==> config.mk <==
export PLATFORM = sky130hd
export DESIGN_NAME = i2c_line_filter
export DESIGN_NICKNAME = d
export VERILOG_FILES = /design/src/rtl/i2c_line_filter.sv
export SDC_FILE = /design/constraint.sdc
export NUM_CORES = 1
export LEC_CHECK = 0
export ABC_AREA = 1
export BUFFER_PORTS_ARGS = -buffer_cell sky130_fd_sc_hd__buf_2
export CORE_ASPECT_RATIO = 0.8
export CORE_UTILIZATION = 25
export CTS_CLUSTER_SIZE = 28
export DETAILED_ROUTE_END_ITERATION = 8
export SLEW_MARGIN = 20
export SYNTH_ARGS = -nofsm -noshare
export SYNTH_HDL_FRONTEND = slang
export SYNTH_SLANG_ARGS = --single-unit
==> constraint.sdc <==
create_clock -name sync_clk -period 1.2 [get_ports sync_clk]
set_clock_uncertainty 0.05 [all_clocks]
set_input_delay 0.12 -clock sync_clk [delete_from_list [all_inputs] [get_ports sync_clk]]
set_output_delay 0.12 -clock sync_clk [all_outputs]
set_load 0.01 [all_outputs]
==> src/rtl/i2c_line_filter.sv <==
// i2c_line_filter
//   Glitch filter for the synchronised I2C lines plus bus-condition detection.
//   Each line must hold a new level for FILT_LEN enabled cycles before the
//   filtered copy follows it. From the filtered lines it derives SCL edge
//   pulses, START/STOP pulses, a bus-busy flag and an optional SCL-low timeout.
//   Everything advances only on cycles where sync_clk_en is high.
//
// Parameters
//   FILT_LEN  enabled cycles a line must differ before its filtered value flips (3..255)
//   TOUT_CYC  enabled cycles of SCL low while busy before timeout; 0 disables (0..2^24-1)
//
// Ports
//   sync_clk     in   clock
//   sync_rst_n   in   asynchronous active-low reset
//   sync_clk_en  in   sample enable
//   scl_sync     in   synchronised SCL
//   sda_sync     in   synchronised SDA
//   scl_filt     out  filtered SCL
//   sda_filt     out  filtered SDA
//   scl_rise     out  one-cycle pulse on scl_filt 0->1
//   scl_fall     out  one-cycle pulse on scl_filt 1->0
//   start_det    out  one-cycle pulse on START / repeated START
//   stop_det     out  one-cycle pulse on STOP
//   bus_busy     out  high between START and STOP/timeout
//   bus_timeout  out  one-cycle pulse when the SCL-low limit is reached

module i2c_line_filter #(
  parameter int FILT_LEN = 4,
  parameter int TOUT_CYC = 0
) (
  input  logic sync_clk,
  input  logic sync_rst_n,
  input  logic sync_clk_en,
  input  logic scl_sync,
  input  logic sda_sync,
  output logic scl_filt,
  output logic sda_filt,
  output logic scl_rise,
  output logic scl_fall,
  output logic start_det,
  output logic stop_det,
  output logic bus_busy,
  output logic bus_timeout
);

  localparam int CW = $clog2(FILT_LEN + 1);
  localparam logic [CW-1:0] FILT_MAX = CW'(FILT_LEN);
  localparam logic [23:0]   TOUT_V   = 24'(TOUT_CYC);

  logic          scl_filt_q, scl_filt_d;
  logic          sda_filt_q, sda_filt_d;
  logic [CW-1:0] scl_cnt_q, scl_cnt_d;
  logic [CW-1:0] sda_cnt_q, sda_cnt_d;
  logic          scl_rise_q, scl_rise_d;
  logic          scl_fall_q, scl_fall_d;
  logic          start_det_q, start_det_d;
  logic          stop_det_q, stop_det_d;
  logic          bus_busy_q, bus_busy_d;
  logic          bus_timeout_q, bus_timeout_d;
  logic [23:0]   tout_cnt_q, tout_cnt_d;

  logic [CW-1:0] scl_cnt_inc;
  logic [CW-1:0] sda_cnt_inc;
  logic [23:0]   tout_cnt_inc;

  always_comb begin
    scl_filt_d    = scl_filt_q;
    sda_filt_d    = sda_filt_q;
    scl_cnt_d     = scl_cnt_q;
    sda_cnt_d     = sda_cnt_q;
    bus_busy_d    = bus_busy_q;
    tout_cnt_d    = tout_cnt_q;
    scl_cnt_inc   = scl_cnt_q + 1'b1;
    sda_cnt_inc   = sda_cnt_q + 1'b1;
    tout_cnt_inc  = tout_cnt_q + 24'd1;
    // Pulses default low so they last one cycle and stay low while disabled.
    scl_rise_d    = 1'b0;
    scl_fall_d    = 1'b0;
    start_det_d   = 1'b0;
    stop_det_d    = 1'b0;
    bus_timeout_d = 1'b0;

    if (sync_clk_en) begin
      // Any sample agreeing with the filtered value restarts the count.
      if (scl_sync != scl_filt_q) begin
        if (scl_cnt_inc == FILT_MAX) begin
          scl_filt_d = scl_sync;
          scl_cnt_d  = '0;
        end else begin
          scl_cnt_d  = scl_cnt_inc;
        end
      end else begin
        scl_cnt_d = '0;
      end

      if (sda_sync != sda_filt_q) begin
        if (sda_cnt_inc == FILT_MAX) begin
          sda_filt_d = sda_sync;
          sda_cnt_d  = '0;
        end else begin
          sda_cnt_d  = sda_cnt_inc;
        end
      end else begin
        sda_cnt_d = '0;
      end

      scl_rise_d  = !scl_filt_q &&  scl_filt_d;
      scl_fall_d  =  scl_filt_q && !scl_filt_d;
      // SCL must be high both before and after the edge, so SDA flipping on
      // the same edge as SCL is never a START/STOP.
      start_det_d = scl_filt_q && scl_filt_d &&  sda_filt_q && !sda_filt_d;
      stop_det_d  = scl_filt_q && scl_filt_d && !sda_filt_q &&  sda_filt_d;

      if ((TOUT_V != 24'd0) && bus_busy_q && !scl_filt_q) begin
        if (tout_cnt_inc == TOUT_V) begin
          bus_timeout_d = 1'b1;
          tout_cnt_d    = '0;
        end else begin
          tout_cnt_d    = tout_cnt_inc;
        end
      end else begin
        tout_cnt_d = '0;
      end

      // START takes priority over a coincident timeout.
      if (start_det_d) begin
        bus_busy_d    = 1'b1;
        bus_timeout_d = 1'b0;
        tout_cnt_d    = '0;
      end else if (stop_det_d || bus_timeout_d) begin
        bus_busy_d = 1'b0;
      end
    end
  end

  always_ff @(posedge sync_clk or negedge sync_rst_n) begin
    if (!sync_rst_n) begin
      scl_filt_q    <= 1'b1;
      sda_filt_q    <= 1'b1;
      scl_cnt_q     <= '0;
      sda_cnt_q     <= '0;
      scl_rise_q    <= 1'b0;
      scl_fall_q    <= 1'b0;
      start_det_q   <= 1'b0;
      stop_det_q    <= 1'b0;
      bus_busy_q    <= 1'b0;
      bus_timeout_q <= 1'b0;
      tout_cnt_q    <= '0;
    end else begin
      scl_filt_q    <= scl_filt_d;
      sda_filt_q    <= sda_filt_d;
      scl_cnt_q     <= scl_cnt_d;
      sda_cnt_q     <= sda_cnt_d;
      scl_rise_q    <= scl_rise_d;
      scl_fall_q    <= scl_fall_d;
      start_det_q   <= start_det_d;
      stop_det_q    <= stop_det_d;
      bus_busy_q    <= bus_busy_d;
      bus_timeout_q <= bus_timeout_d;
      tout_cnt_q    <= tout_cnt_d;
    end
  end

  assign scl_filt    = scl_filt_q;
  assign sda_filt    = sda_filt_q;
  assign scl_rise    = scl_rise_q;
  assign scl_fall    = scl_fall_q;
  assign start_det   = start_det_q;
  assign stop_det    = stop_det_q;
  assign bus_busy    = bus_busy_q;
  assign bus_timeout = bus_timeout_q;

endmodule

==> results of run 1 <==
==> worst max-delay path: cells and delay by family, from the launching register on <==
family	cells	cell delay, ns
adders and majority gates	1	0.21
and+or+nand+nor	7	0.42
buffers and inverters	1	0.07
DFF	1	0.42
==> repair_timing <==
item                                    CTS  global route
gates resized for setup                  20            11
hold buffers                              1             0
setup buffers                             4             3
pin swaps                                11             3
endpoints found under the hold margin    13             0
endpoints found under the setup margin   10            13
==> layout make-up <==
type | count | area share, %
Clock inverter | 1 | 0.478
Clock buffer | 3 | 2.15
Inverter | 12 | 4.55
Sequential cell | 13 | 31.3
Tap cell | 36 | 4.31
Multi-Input combinational cell | 52 | 37.8
Timing Repair Buffer | 27 | 19.4
==> through the flow <==
stage               setup slack (ns)  area [sq um]  hold WS (ns)  TNS [ns]  cells
finish                       -0.0852          1050         0.134    -0.341    144
global route                  -0.171          1050         0.155     -1.23    144
CTS                          -0.0831           966         0.119    -0.317    141
detailed placement            -0.151           831       -0.0151    -0.577    132
global placement             -0.0870           831       -0.0217    -0.222    132
floorplan                    0.00287           683        -0.226         0     79
==> synth_stat cells <==
master	n
ha_1	4
nand2_1	23
dfrtp_1	11
nor2_1	5
nand4_1	3
nand2_2	2
nand3_1	3
o21ai_1	2
inv_2	1
nor3_1	1
buf_4	1
o21ai_2	1
nand3_2	2
dfstp_2	2
inv_1	11
conb_1	1
nand3b_1	1
buf_2	1
xor2_2	1
o21ai_0	1
o22ai_1	2
==> sequential cells by signal, summed over array words and instances (netlist names) <==
register,flops
scl_cnt_q,3
sda_cnt_q,3
bus_busy,1
scl_fall,1
scl_filt,1
scl_rise,1
sda_filt,1
start_det,1
stop_det,1
==> worst max-delay path by stage <==
stage                      endpoint                startpoint
6_report       bus_busy$_DFFE_PN0P_  scl_cnt_q[1]$_DFFE_PN0P_
5_1_grt        bus_busy$_DFFE_PN0P_  sda_cnt_q[0]$_DFFE_PN0P_
4_1_cts        bus_busy$_DFFE_PN0P_  scl_cnt_q[1]$_DFFE_PN0P_
3_5_place_dp   bus_busy$_DFFE_PN0P_  scl_cnt_q[0]$_DFFE_PN0P_
3_3_place_gp   bus_busy$_DFFE_PN0P_  scl_cnt_q[0]$_DFFE_PN0P_
2_1_floorplan  bus_busy$_DFFE_PN0P_  scl_cnt_q[0]$_DFFE_PN0P_
==> where the power goes <==
| group | switching, mW | total (mW) | internal [mW] |
|---|---|---|---|
| logic | 0.376 | 0.805 | 0.429 |
| clock network | 0.156 | 0.280 | 0.124 |
| registers | 0.102 | 0.654 | 0.552 |
| total | 0.635 | 1.74 | 1.10 |
==> layer usage <==
layer | wire [microns] | vias to the layer above | share of wire [%] | track usage (%)
met5 | 0 | - | 0 | 0
met4 | 27 | 0 | 1.7 | 6.59
met3 | 73 | 5 | 4.6 | 5.61
met2 | 824 | 11 | 52 | 20.7
met1 | 645 | 286 | 41 | 13.1
li1 | - | 303 | - | -
==> cell usage in the layout, fill, tap and decap left out, types with 3 or more instances in the layout <==
cell      synthesis  final
buf_2             1     10
buf_4             1     10
buf_6             0      6
clkbuf_4          0      3
dfrtp_1          11     11
inv_1            11      8
inv_2             1      3
nand2_1          23     16
nand2_2           2      4
nand2_4           0      5
nand3_1           3      3
nand4_1           3      3
nor2_1            5      3
o21ai_1           2      3
==> kinds of logic (layout without fill, tap and decap cells) <==
kind of cell    count (synthesis)  in the layout  synth area share (%)
compound gates                  6              6                  5.37
buf+inv                        14             43                  8.52
flops                          13             13                  48.5
simple gates                   40             40                  27.2
other cells                     1              1                 0.555
xor+xnor                        1              1                  2.41
fa+ha+maj                       4              4                  7.41
==> impl_metrics.xml, run 1 <==
<?xml version="1.0" encoding="UTF-8"?>
<metrics>
  <group name="run_status">
    <metric name="status" unit="">complete, but fails checks</metric>
    <metric name="failing_checks" unit="">negative setup slack</metric>
  </group>
  <group name="detailed_routing">
    <metric name="avgRoutedWirePerCell" unit="microns">10.9</metric>
    <metric name="drt-pass1-iter-count" unit="">4</metric>
    <metric name="detail-route-antenna-nets" unit="">0</metric>
    <metric name="routed_wirelength" unit="microns">1570</metric>
    <metric name="route.detailed.vias_per_inst" unit="">4.20</metric>
    <metric name="via_count" unit="">605</metric>
    <metric name="first_iter_violations" unit="">14</metric>
    <metric name="post_detailed_route_drc_marker_count" unit="">0</metric>
  </group>
  <group name="worst_setup_path">
    <metric name="worst-endpoint-required" unit="ns">1.32</metric>
    <metric name="timing.critical_path.slowest_stage_cell" unit="">dfrtp_1</metric>
    <metric name="critical_r2r_capture" unit="">bus_busy$_DFFE_PN0P_</metric>
    <metric name="worstPathArrival" unit="ns">1.41</metric>
    <metric name="cpMostUsedCell" unit="">nand2_4</metric>
    <metric name="startpoint_type" unit="">register</metric>
    <metric name="critical_path.reg2reg.startpoint" unit="">scl_cnt_q[1]$_DFFE_PN0P_</metric>
    <metric name="crit_path_max_incr_delay" unit="ns">0.42</metric>
    <metric name="critPathKind" unit="">register to register</metric>
    <metric name="end_kind" unit="">register</metric>
    <metric name="r2r_setup_slack" unit="ns">-0.09</metric>
    <metric name="timing.critical_path.fanout_max" unit="">3</metric>
    <metric name="rr_worst_depth" unit="">9</metric>
    <metric name="critical_path.cell_chain" unit="">ha_2 &gt; inv_2 &gt; nand2_4 &gt; nand3_4 &gt; nand2_4 &gt; nand2_4 &gt; nand2_2 &gt; nand2_1 &gt; nand2_1</metric>
  </group>
  <group name="floorplanning">
    <metric name="total_number_of_placement_rows" unit="">16</metric>
    <metric name="initial_utilization" unit="%">27.0</metric>
    <metric name="design.die.area" unit="sq um">2920</metric>
    <metric name="core_footprint" unit="sq um">2500</metric>
    <metric name="pin_count" unit="">13</metric>
    <metric name="die_h" unit="microns">48.5</metric>
    <metric name="die-width" unit="microns">60.1</metric>
  </group>
  <group name="logic_synthesis">
    <metric name="synthCells" unit="">79</metric>
    <metric name="syn_area" unit="sq um">676</metric>
    <metric name="post-synth-top-area-fraction" unit="%">40.7</metric>
    <metric name="ys.warnings.count" unit="">0</metric>
    <metric name="synthDistinctLibCells" unit="">21</metric>
    <metric name="syn-mean-instance-area" unit="sq um">8.55</metric>
    <metric name="ys_top_cells_by_area" unit="">dfrtp_1, nand2_1, dfstp_2</metric>
    <metric name="synth_sequential_area_ratio" unit="%">48.5</metric>
    <metric name="mappedNetlistNets" unit="">88</metric>
    <metric name="netlist.top_cell.by_area" unit="">dfrtp_1</metric>
    <metric name="ys_ff_latch" unit="">13</metric>
  </group>
  <group name="place">
    <metric name="place_congestion" unit="">0.745</metric>
    <metric name="dpl.hpwl" unit="microns">1100</metric>
    <metric name="port-buffer-count" unit="">11</metric>
  </group>
  <group name="global_routing">
    <metric name="grt_first_pass_wirelength" unit="microns">2640</metric>
    <metric name="grt_usage" unit="%">12.6</metric>
    <metric name="grt_antenna_before_repair" unit="">0</metric>
    <metric name="grt_overflow_total" unit="">0</metric>
    <metric name="grt_max_degree" unit="">14</metric>
    <metric name="first_global_vias" unit="">607</metric>
  </group>
  <group name="timing">
    <metric name="setup-violations-final" unit="">8</metric>
    <metric name="clock.fmax" unit="GHz">0.778</metric>
    <metric name="rsz_0062_raised_after_global_routing" unit="">yes</metric>
    <metric name="final_worst_path_cycle_share" unit="%">107</metric>
    <metric name="layout_min_cycle_time" unit="ns">1.29</metric>
    <metric name="timing.final.max_slew_violations" unit="">0</metric>
    <metric name="final_hold_viol_count" unit="">0</metric>
    <metric name="final_critical_path_setup_slack" unit="ns">-0.0852</metric>
  </group>
  <group name="min_path">
    <metric name="hold_depth" unit="">3</metric>
    <metric name="timing.hold.worst_endpoint" unit="">scl_fall$_DFF_PN0_</metric>
    <metric name="hold_path.class" unit="">input port to register</metric>
    <metric name="min-delay-start" unit="">sync_clk_en</metric>
  </group>
  <group name="pwr">
    <metric name="finalPower" unit="mW">1.74</metric>
    <metric name="max-vdd-ir-drop" unit="mV">0.639</metric>
    <metric name="power.static_leakage" unit="nW">0.549</metric>
    <metric name="power-per-cell-area" unit="nW/um^2">1660</metric>
  </group>
  <group name="layout">
    <metric name="antenna_cells" unit="">0</metric>
    <metric name="nNetsFinal" unit="">118</metric>
    <metric name="fillerInstances" unit="">254</metric>
    <metric name="multi_input_gate_area_in_the_final_layout" unit="sq um">395</metric>
    <metric name="layout-area-overhead-vs-synth" unit="%">54.8</metric>
    <metric name="drive_gt1_share" unit="%">50.9</metric>
    <metric name="seq_area" unit="sq um">328</metric>
    <metric name="post-route-util" unit="%">41.8</metric>
  </group>
  <group name="clock_tree">
    <metric name="clock_sink_count" unit="">13</metric>
    <metric name="tritoncts.num_buffers" unit="">3</metric>
    <metric name="clock_tree.root_cell" unit="">clkbuf_4</metric>
    <metric name="cts-root-to-sink-buffers" unit="">2</metric>
    <metric name="clkLatencyLatePin" unit="ns">0.28</metric>
    <metric name="tritoncts" unit="">done</metric>
    <metric name="clk_transition_reported_paths" unit="ns">0.09</metric>
    <metric name="clock_tree.htree_level_count" unit="">1</metric>
  </group>
  <group name="job">
    <metric name="maxCapViolCount" unit="">0</metric>
  </group>
</metrics>
Note: power is estimated with default switching activity, not from simulation.
==> run 2, diff against run 1 <==
ABC_AREA = default   (was 1)
BUFFER_PORTS_ARGS = default   (was -buffer_cell sky130_fd_sc_hd__buf_2)
DONT_BUFFER_PORTS = 1   (was default)
TNS_END_PERCENT = 20   (was default)
==> impl_metrics.xml, run 2 <==
<?xml version="1.0" encoding="UTF-8"?>
<metrics>
  <group name="run_status">
    <metric name="status" unit="">complete, but fails checks</metric>
    <metric name="failing_checks" unit="">negative setup slack</metric>
  </group>
  <group name="pwr">
    <metric name="combinationalPowerShare" unit="%">43.5</metric>
    <metric name="power.sequential.fraction" unit="%">39.5</metric>
    <metric name="p_clk_share" unit="%">17.0</metric>
    <metric name="switching_share" unit="%">32.7</metric>
    <metric name="total_switching_power" unit="mW">0.514</metric>
    <metric name="cellInternalPower" unit="mW">1.06</metric>
    <metric name="power-per-cell-area" unit="nW/um^2">1570</metric>
    <metric name="power.static_leakage" unit="nW">0.441</metric>
    <metric name="max-vdd-ir-drop" unit="mV">0.377</metric>
  </group>
  <group name="detailed_routing">
    <metric name="post_detailed_route_drc_marker_count" unit="">0</metric>
    <metric name="detail-route-antenna-nets" unit="">0</metric>
    <metric name="avgRoutedWirePerCell" unit="microns">12.0</metric>
    <metric name="routed_wirelength" unit="microns">1490</metric>
    <metric name="first_iter_violations" unit="">11</metric>
    <metric name="drt-pass1-iter-count" unit="">4</metric>
    <metric name="via_count" unit="">532</metric>
    <metric name="route.detailed.vias_per_inst" unit="">4.29</metric>
  </group>
  <group name="global_routing">
    <metric name="grt_first_pass_wirelength" unit="microns">2410</metric>
    <metric name="grt_usage" unit="%">11.9</metric>
    <metric name="grt_overflow_total" unit="">0</metric>
    <metric name="first_global_vias" unit="">515</metric>
    <metric name="grt_antenna_before_repair" unit="">0</metric>
    <metric name="grt_max_degree" unit="">14</metric>
  </group>
  <group name="worst_setup_path">
    <metric name="worstPathArrival" unit="ns">1.72</metric>
    <metric name="r2r_setup_slack" unit="ns">-0.42</metric>
    <metric name="critical_path.reg2reg.startpoint" unit="">scl_cnt_q[0]$_DFFE_PN0P_</metric>
    <metric name="critical_path.cell_chain" unit="">ha_2 &gt; xor2_1 &gt; and2_4 &gt; a211o_1 &gt; a211o_1</metric>
    <metric name="end_kind" unit="">register</metric>
    <metric name="crit_path_max_incr_delay" unit="ns">0.39</metric>
    <metric name="timing.critical_path.fanout_max" unit="">4</metric>
    <metric name="critPathKind" unit="">register to register</metric>
    <metric name="startpoint_type" unit="">register</metric>
    <metric name="cpMostUsedCell" unit="">a211o_1</metric>
    <metric name="critical_r2r_capture" unit="">bus_busy$_DFFE_PN0P_</metric>
    <metric name="worst-endpoint-required" unit="ns">1.31</metric>
    <metric name="rr_worst_depth" unit="">5</metric>
    <metric name="timing.critical_path.slowest_stage_cell" unit="">dfrtp_1</metric>
  </group>
  <group name="clock_tree">
    <metric name="clkLatencyLatePin" unit="ns">0.27</metric>
    <metric name="clock_sink_count" unit="">13</metric>
    <metric name="clock_tree.root_cell" unit="">clkbuf_4</metric>
    <metric name="cts-root-to-sink-buffers" unit="">2</metric>
    <metric name="tritoncts" unit="">done</metric>
    <metric name="tritoncts.num_buffers" unit="">3</metric>
    <metric name="clock_tree.htree_level_count" unit="">1</metric>
    <metric name="clk_transition_reported_paths" unit="ns">0.08</metric>
  </group>
  <group name="layout">
    <metric name="post-route-util" unit="%">40.4</metric>
    <metric name="largestRegisters" unit="">scl_cnt_q x3, sda_cnt_q x3</metric>
    <metric name="final_common_cell" unit="">buf_4</metric>
    <metric name="drive_gt1_share" unit="%">44.3</metric>
    <metric name="layout-area-overhead-vs-synth" unit="%">50.0</metric>
    <metric name="layout_common_cells" unit="">buf_4, dfrtp_1, nand2_1, inv_1</metric>
    <metric name="nNetsFinal" unit="">98</metric>
    <metric name="antenna_cells" unit="">0</metric>
  </group>
  <group name="timing">
    <metric name="timing.final.max_slew_violations" unit="">0</metric>
    <metric name="slew-limit-headroom" unit="%">60.3</metric>
    <metric name="final_critical_path_setup_slack" unit="ns">-0.416</metric>
    <metric name="final_worst_path_cycle_share" unit="%">135</metric>
    <metric name="clock.fmax" unit="GHz">0.619</metric>
    <metric name="max_slew.worst_pin.slew" unit="ns">0.593</metric>
    <metric name="setup-violations-final" unit="">11</metric>
    <metric name="final_hold_viol_count" unit="">0</metric>
    <metric name="layout_min_cycle_time" unit="ns">1.62</metric>
    <metric name="rsz_0062_raised_after_global_routing" unit="">yes</metric>
  </group>
  <group name="logic_synthesis">
    <metric name="most_numerous_cell_in_the_yosys_netlist" unit="">dfrtp_1</metric>
    <metric name="edff_count_synth" unit="">0</metric>
    <metric name="synthArstFlopShare" unit="%">100</metric>
    <metric name="synth_sequential_area_ratio" unit="%">49.1</metric>
    <metric name="synthCells" unit="">62</metric>
    <metric name="mappedNetlistNets" unit="">71</metric>
    <metric name="syn-mean-instance-area" unit="sq um">10.8</metric>
    <metric name="syn_area" unit="sq um">668</metric>
    <metric name="ys_ff_latch" unit="">13</metric>
    <metric name="synthFlopType" unit="">dfrtp_1</metric>
    <metric name="post-synth-top-area-fraction" unit="%">41.2</metric>
    <metric name="ys_top_cells_by_area" unit="">dfrtp_1, dfstp_2, ha_1</metric>
    <metric name="synth_common_cells" unit="">dfrtp_1, nand2_1, inv_1</metric>
    <metric name="netlist.top_cell.by_area" unit="">dfrtp_1</metric>
    <metric name="ys.warnings.count" unit="">0</metric>
    <metric name="synthDistinctLibCells" unit="">23</metric>
  </group>
  <group name="floorplanning">
    <metric name="die_h" unit="microns">48.2</metric>
    <metric name="initial_utilization" unit="%">26.9</metric>
    <metric name="design.die.area" unit="sq um">2880</metric>
    <metric name="die-width" unit="microns">59.8</metric>
    <metric name="total_number_of_placement_rows" unit="">16</metric>
    <metric name="pin_count" unit="">13</metric>
    <metric name="core_footprint" unit="sq um">2480</metric>
  </group>
  <group name="place">
    <metric name="dpl.hpwl" unit="microns">935</metric>
    <metric name="worst_slack_at_placement" unit="ns">-0.365</metric>
    <metric name="place_congestion" unit="">0.692</metric>
    <metric name="port-buffer-count" unit="">0</metric>
  </group>
  <group name="min_path">
    <metric name="timing.hold.worst_endpoint" unit="">sda_filt$_DFFE_PN1P_</metric>
    <metric name="hold_path.class" unit="">input port to register</metric>
    <metric name="hold_depth" unit="">2</metric>
    <metric name="min-delay-start" unit="">sync_clk_en</metric>
  </group>
  <group name="job">
    <metric name="maxCapViolCount" unit="">0</metric>
  </group>
</metrics>
==> run 2: cell families (layout without fill, tap and decap cells) <==
| family | count (synthesis) | count (layout) | synth area share (%) |
|---|---|---|---|
| fa+ha+maj | 4 | 4 | 7.49 |
| other cells | 1 | 1 | 0.561 |
| simple gates | 18 | 18 | 14.2 |
| mux | 2 | 2 | 3.37 |
| buf+inv | 8 | 34 | 5.06 |
| compound gates | 12 | 12 | 15.0 |
| flops | 13 | 13 | 49.1 |
| xor+xnor | 4 | 4 | 5.24 |
==> run 2: worst max path at each step <==
| stage | slack (ns) | start | to | depth (start not counted) |
|---|---|---|---|---|
| finish | -0.42 | scl_cnt_q[0]$_DFFE_PN0P_ | bus_busy$_DFFE_PN0P_ | 5 |
| global route | -0.46 | scl_cnt_q[0]$_DFFE_PN0P_ | stop_det$_DFF_PN0_ | 6 |
| CTS | -0.38 | scl_cnt_q[1]$_DFFE_PN0P_ | bus_busy$_DFFE_PN0P_ | 5 |
| detailed placement | -0.36 | scl_cnt_q[1]$_DFFE_PN0P_ | bus_busy$_DFFE_PN0P_ | 5 |
| global placement | -0.34 | scl_cnt_q[1]$_DFFE_PN0P_ | bus_busy$_DFFE_PN0P_ | 5 |
| floorplan | -0.33 | scl_cnt_q[0]$_DFFE_PN0P_ | bus_busy$_DFFE_PN0P_ | 5 |
==> run 2: through the flow <==
stage	cells	TNS, ns	instance area, sq um	power, mW	hold WS, ns
after floorplan	62	-1.23	673	0.892	-0.226
after global placement	110	-2.06	812	1.10	-0.225
after detailed placement	110	-2.32	812	1.12	-0.225
after CTS	121	-2.52	952	1.49	0.0102
after global routing	124	-3.48	1000	1.70	0.00953
final	124	-2.73	1000	1.57	0.0110
==> run 2: cell type report <==
cell class	count	area, sq um
clock buffer	4	26.3
fill	261	1480
inverter	6	22.5
multi-input combinational	41	383
sequential	13	328
tap	36	45.0
timing repair buffer	24	198
==> run 2: power by group through the flow <==
stage                     Clock, mW  Combinational [mW]  Sequential [mW]
final                         0.267               0.683            0.621
after global routing          0.298               0.768            0.634
after CTS                     0.278               0.593            0.623
after detailed placement          0               0.491            0.629
after global placement            0               0.476            0.627
after floorplan                   0               0.247            0.645
==> run 2: per-layer routing <==
layer,part of all wire [%],up-vias,global-route usage (%)
li1,-,264,-
met1,46,254,14.6
met2,49,12,19.8
met4,1.1,0,2.79
met5,0,-,0
met3,3.8,2,4.77
==> run 2: what timing repair did <==
| action | in CTS | in global routing |
|---|---|---|
| hold buffers | 4 | 0 |
| pin swaps | 1 | 7 |
| gates cloned | 0 | 0 |
| gates resized for setup | 9 | 4 |
| setup endpoints to repair | 11 | 14 |
| setup buffers | 3 | 3 |
| hold endpoints to repair | 24 | 0 |
==> run 2: worst max-delay path, delay by kind of cell (launching register included) <==
kind                     cells  cell delay, ns
flip-flops                   1            0.39
AND/OR/NAND/NOR              1            0.18
AO/OA/AOI/OAI                2            0.54
adder cells (fa/ha/maj)      1            0.19
XOR/XNOR                     1            0.14
==> run 3, diff against run 2 <==
HOLD_SLACK_MARGIN = 0.08   (was default)
==> impl_metrics.xml, run 3 (synthesized netlist as in run 2, its figures left out) <==
<?xml version="1.0" encoding="UTF-8"?>
<metrics>
  <group name="floorplanning">
    <metric name="initial_utilization" unit="%">26.9</metric>
    <metric name="design.die.area" unit="sq um">2880</metric>
    <metric name="die_h" unit="microns">48.2</metric>
    <metric name="die-width" unit="microns">59.8</metric>
    <metric name="pin_count" unit="">13</metric>
    <metric name="core_footprint" unit="sq um">2480</metric>
    <metric name="total_number_of_placement_rows" unit="">16</metric>
  </group>
  <group name="clock_tree">
    <metric name="clock_sink_count" unit="">13</metric>
    <metric name="tritoncts.num_buffers" unit="">3</metric>
    <metric name="clock_tree.htree_level_count" unit="">1</metric>
    <metric name="clock_tree.root_cell" unit="">clkbuf_4</metric>
    <metric name="clkLatencyLatePin" unit="ns">0.27</metric>
    <metric name="tritoncts" unit="">done</metric>
    <metric name="clk_transition_reported_paths" unit="ns">0.08</metric>
    <metric name="cts-root-to-sink-buffers" unit="">2</metric>
  </group>
  <group name="run_status">
    <metric name="status" unit="">complete, but fails checks</metric>
    <metric name="failing_checks" unit="">negative setup slack</metric>
  </group>
  <group name="detailed_routing">
    <metric name="routed_wirelength" unit="microns">1470</metric>
    <metric name="wl_met3" unit="microns">54</metric>
    <metric name="top_layer_used" unit="">met4</metric>
    <metric name="drt-pass1-iter-count" unit="">4</metric>
    <metric name="via_count" unit="">526</metric>
    <metric name="first_iter_violations" unit="">13</metric>
    <metric name="detail_route.wirelength.met1" unit="microns">670</metric>
    <metric name="routed-wl-met2" unit="microns">732</metric>
    <metric name="detail-route-antenna-nets" unit="">0</metric>
    <metric name="post_detailed_route_drc_marker_count" unit="">0</metric>
    <metric name="avgRoutedWirePerCell" unit="microns">11.9</metric>
    <metric name="route.detailed.vias_per_inst" unit="">4.24</metric>
  </group>
  <group name="pwr">
    <metric name="cellInternalPower" unit="mW">1.06</metric>
    <metric name="power-per-cell-area" unit="nW/um^2">1560</metric>
    <metric name="total_switching_power" unit="mW">0.516</metric>
    <metric name="combinationalPowerShare" unit="%">43.8</metric>
    <metric name="power.sequential.fraction" unit="%">39.3</metric>
    <metric name="finalPower" unit="mW">1.58</metric>
    <metric name="switching_share" unit="%">32.7</metric>
    <metric name="max-vdd-ir-drop" unit="mV">0.378</metric>
    <metric name="p_clk_share" unit="%">16.9</metric>
    <metric name="power.static_leakage" unit="nW">0.447</metric>
  </group>
  <group name="layout">
    <metric name="fillerInstances" unit="">261</metric>
    <metric name="nNetsFinal" unit="">98</metric>
    <metric name="layout-area-overhead-vs-synth" unit="%">51.1</metric>
    <metric name="layout_common_cells" unit="">buf_4, dfrtp_1, nand2_1, inv_1</metric>
    <metric name="largestRegisters" unit="">scl_cnt_q x3, sda_cnt_q x3</metric>
    <metric name="final_common_cell" unit="">buf_4</metric>
    <metric name="antenna_cells" unit="">0</metric>
    <metric name="drive_gt1_share" unit="%">44.3</metric>
  </group>
  <group name="worst_setup_path">
    <metric name="crit_path_start" unit="">scl_cnt_q[0]$_DFFE_PN0P_</metric>
    <metric name="worstPathArrival" unit="ns">1.72</metric>
    <metric name="rr_worst_depth" unit="">5</metric>
    <metric name="critPathKind" unit="">register to register</metric>
    <metric name="critical_path.reg2reg.startpoint" unit="">scl_cnt_q[0]$_DFFE_PN0P_</metric>
    <metric name="startpoint_type" unit="">register</metric>
    <metric name="end_kind" unit="">register</metric>
    <metric name="timing.critical_path.fanout_max" unit="">4</metric>
    <metric name="crit_path_end" unit="">bus_busy$_DFFE_PN0P_</metric>
    <metric name="worst-endpoint-required" unit="ns">1.31</metric>
    <metric name="critical_r2r_capture" unit="">bus_busy$_DFFE_PN0P_</metric>
    <metric name="r2r_setup_slack" unit="ns">-0.42</metric>
  </group>
  <group name="min_path">
    <metric name="hold_path.class" unit="">input port to register</metric>
  </group>
  <group name="timing">
    <metric name="slew-limit-headroom" unit="%">59.8</metric>
    <metric name="final_critical_path_setup_slack" unit="ns">-0.416</metric>
    <metric name="setup-violations-final" unit="">11</metric>
    <metric name="final_worst_path_cycle_share" unit="%">135</metric>
    <metric name="hold-worst-slack" unit="ns">0.118</metric>
    <metric name="layout_min_cycle_time" unit="ns">1.62</metric>
    <metric name="timing.final.max_slew_violations" unit="">0</metric>
    <metric name="clock.fmax" unit="GHz">0.619</metric>
    <metric name="max_slew.worst_pin.slew" unit="ns">0.601</metric>
    <metric name="rsz_0062_raised_after_global_routing" unit="">yes</metric>
    <metric name="final_hold_viol_count" unit="">0</metric>
  </group>
  <group name="global_routing">
    <metric name="grt_first_pass_wirelength" unit="microns">2350</metric>
    <metric name="grt_overflow_total" unit="">0</metric>
    <metric name="grt_usage" unit="%">11.6</metric>
    <metric name="grt_max_degree" unit="">14</metric>
    <metric name="first_global_vias" unit="">511</metric>
    <metric name="grt_antenna_before_repair" unit="">0</metric>
  </group>
  <group name="job">
    <metric name="maxCapViolCount" unit="">0</metric>
  </group>
  <group name="place">
    <metric name="place_congestion" unit="">0.692</metric>
    <metric name="dpl.hpwl" unit="microns">935</metric>
    <metric name="port-buffer-count" unit="">0</metric>
  </group>
</metrics>
==> run 3: stage by stage <==
stage / utilization [%] / cell area (sq um) / std cells / setup TNS, ns / setup slack, ns
finish: 40.7 / 1010 / 124 / -2.80 / -0.416
detailed placement: 32.7 / 812 / 110 / -2.32 / -0.365
floorplan: - / 673 / 62 / -1.23 / -0.328
global placement: 32.7 / 812 / 110 / -2.06 / -0.340
CTS: 38.4 / 952 / 121 / -2.59 / -0.380
global route: 40.7 / 1010 / 124 / -3.59 / -0.457
==> run 3: power groups by stage <==
| stage | clock [mW] | sequential, mW | combinational [mW] |
|---|---|---|---|
| 3_3_place_gp | 0 | 0.627 | 0.476 |
| 5_1_grt | 0.298 | 0.635 | 0.777 |
| 3_5_place_dp | 0 | 0.629 | 0.491 |
| 6_report | 0.267 | 0.621 | 0.691 |
| 4_1_cts | 0.278 | 0.623 | 0.595 |
| 2_1_floorplan | 0 | 0.645 | 0.247 |
==> run 3: what timing repair did <==
action                                  CTS  global route
setup buffers                             3             3
gates cloned                              0             0
gates resized for setup                   9             6
endpoints found under the setup margin   11            14
endpoints found under the hold margin    26             0
hold buffers                              4             0
pin swaps                                 1             6
==> run 3: critical path: stages, from the launching register on <==
cell	delay, ns
dfrtp_1	0.39
ha_2	0.20
xor2_1	0.14
and2_4	0.18
a211o_1	0.28
a211o_1	0.26
==> run 3: worst min-delay path by stage <==
stage / startpoint / slack [ns] / endpoint / depth (start not counted)
floorplan: sync_rst_n / -0.23 / bus_busy$_DFFE_PN0P_ / 0
global placement: sync_rst_n / -0.23 / scl_cnt_q[2]$_DFFE_PN0P_ / 0
detailed placement: sync_rst_n / -0.23 / scl_fall$_DFF_PN0_ / 0
CTS: sync_clk_en / 0.08 / bus_busy$_DFFE_PN0P_ / 3
global route: sync_clk_en / 0.14 / bus_busy$_DFFE_PN0P_ / 3
finish: sda_sync / 0.12 / sda_cnt_q[2]$_DFFE_PN0P_ / 4
==> run 3: metal layers <==
layer,vias to the layer above,GRT usage [%]
met5,-,0
met4,0,2.79
met3,2,4.77
met2,10,19.6
met1,249,14.0
li1,265,-
==> run 3: final cells by class <==
type	count	area [sq um]	share of cell area (%)
repair buffers	24	201	20.0
multi-input cells	41	387	38.3
clock buffers	4	26.3	2.60
well taps	36	45.0	4.46
flip-flops and latches	13	328	32.5
inverters	6	22.5	2.23
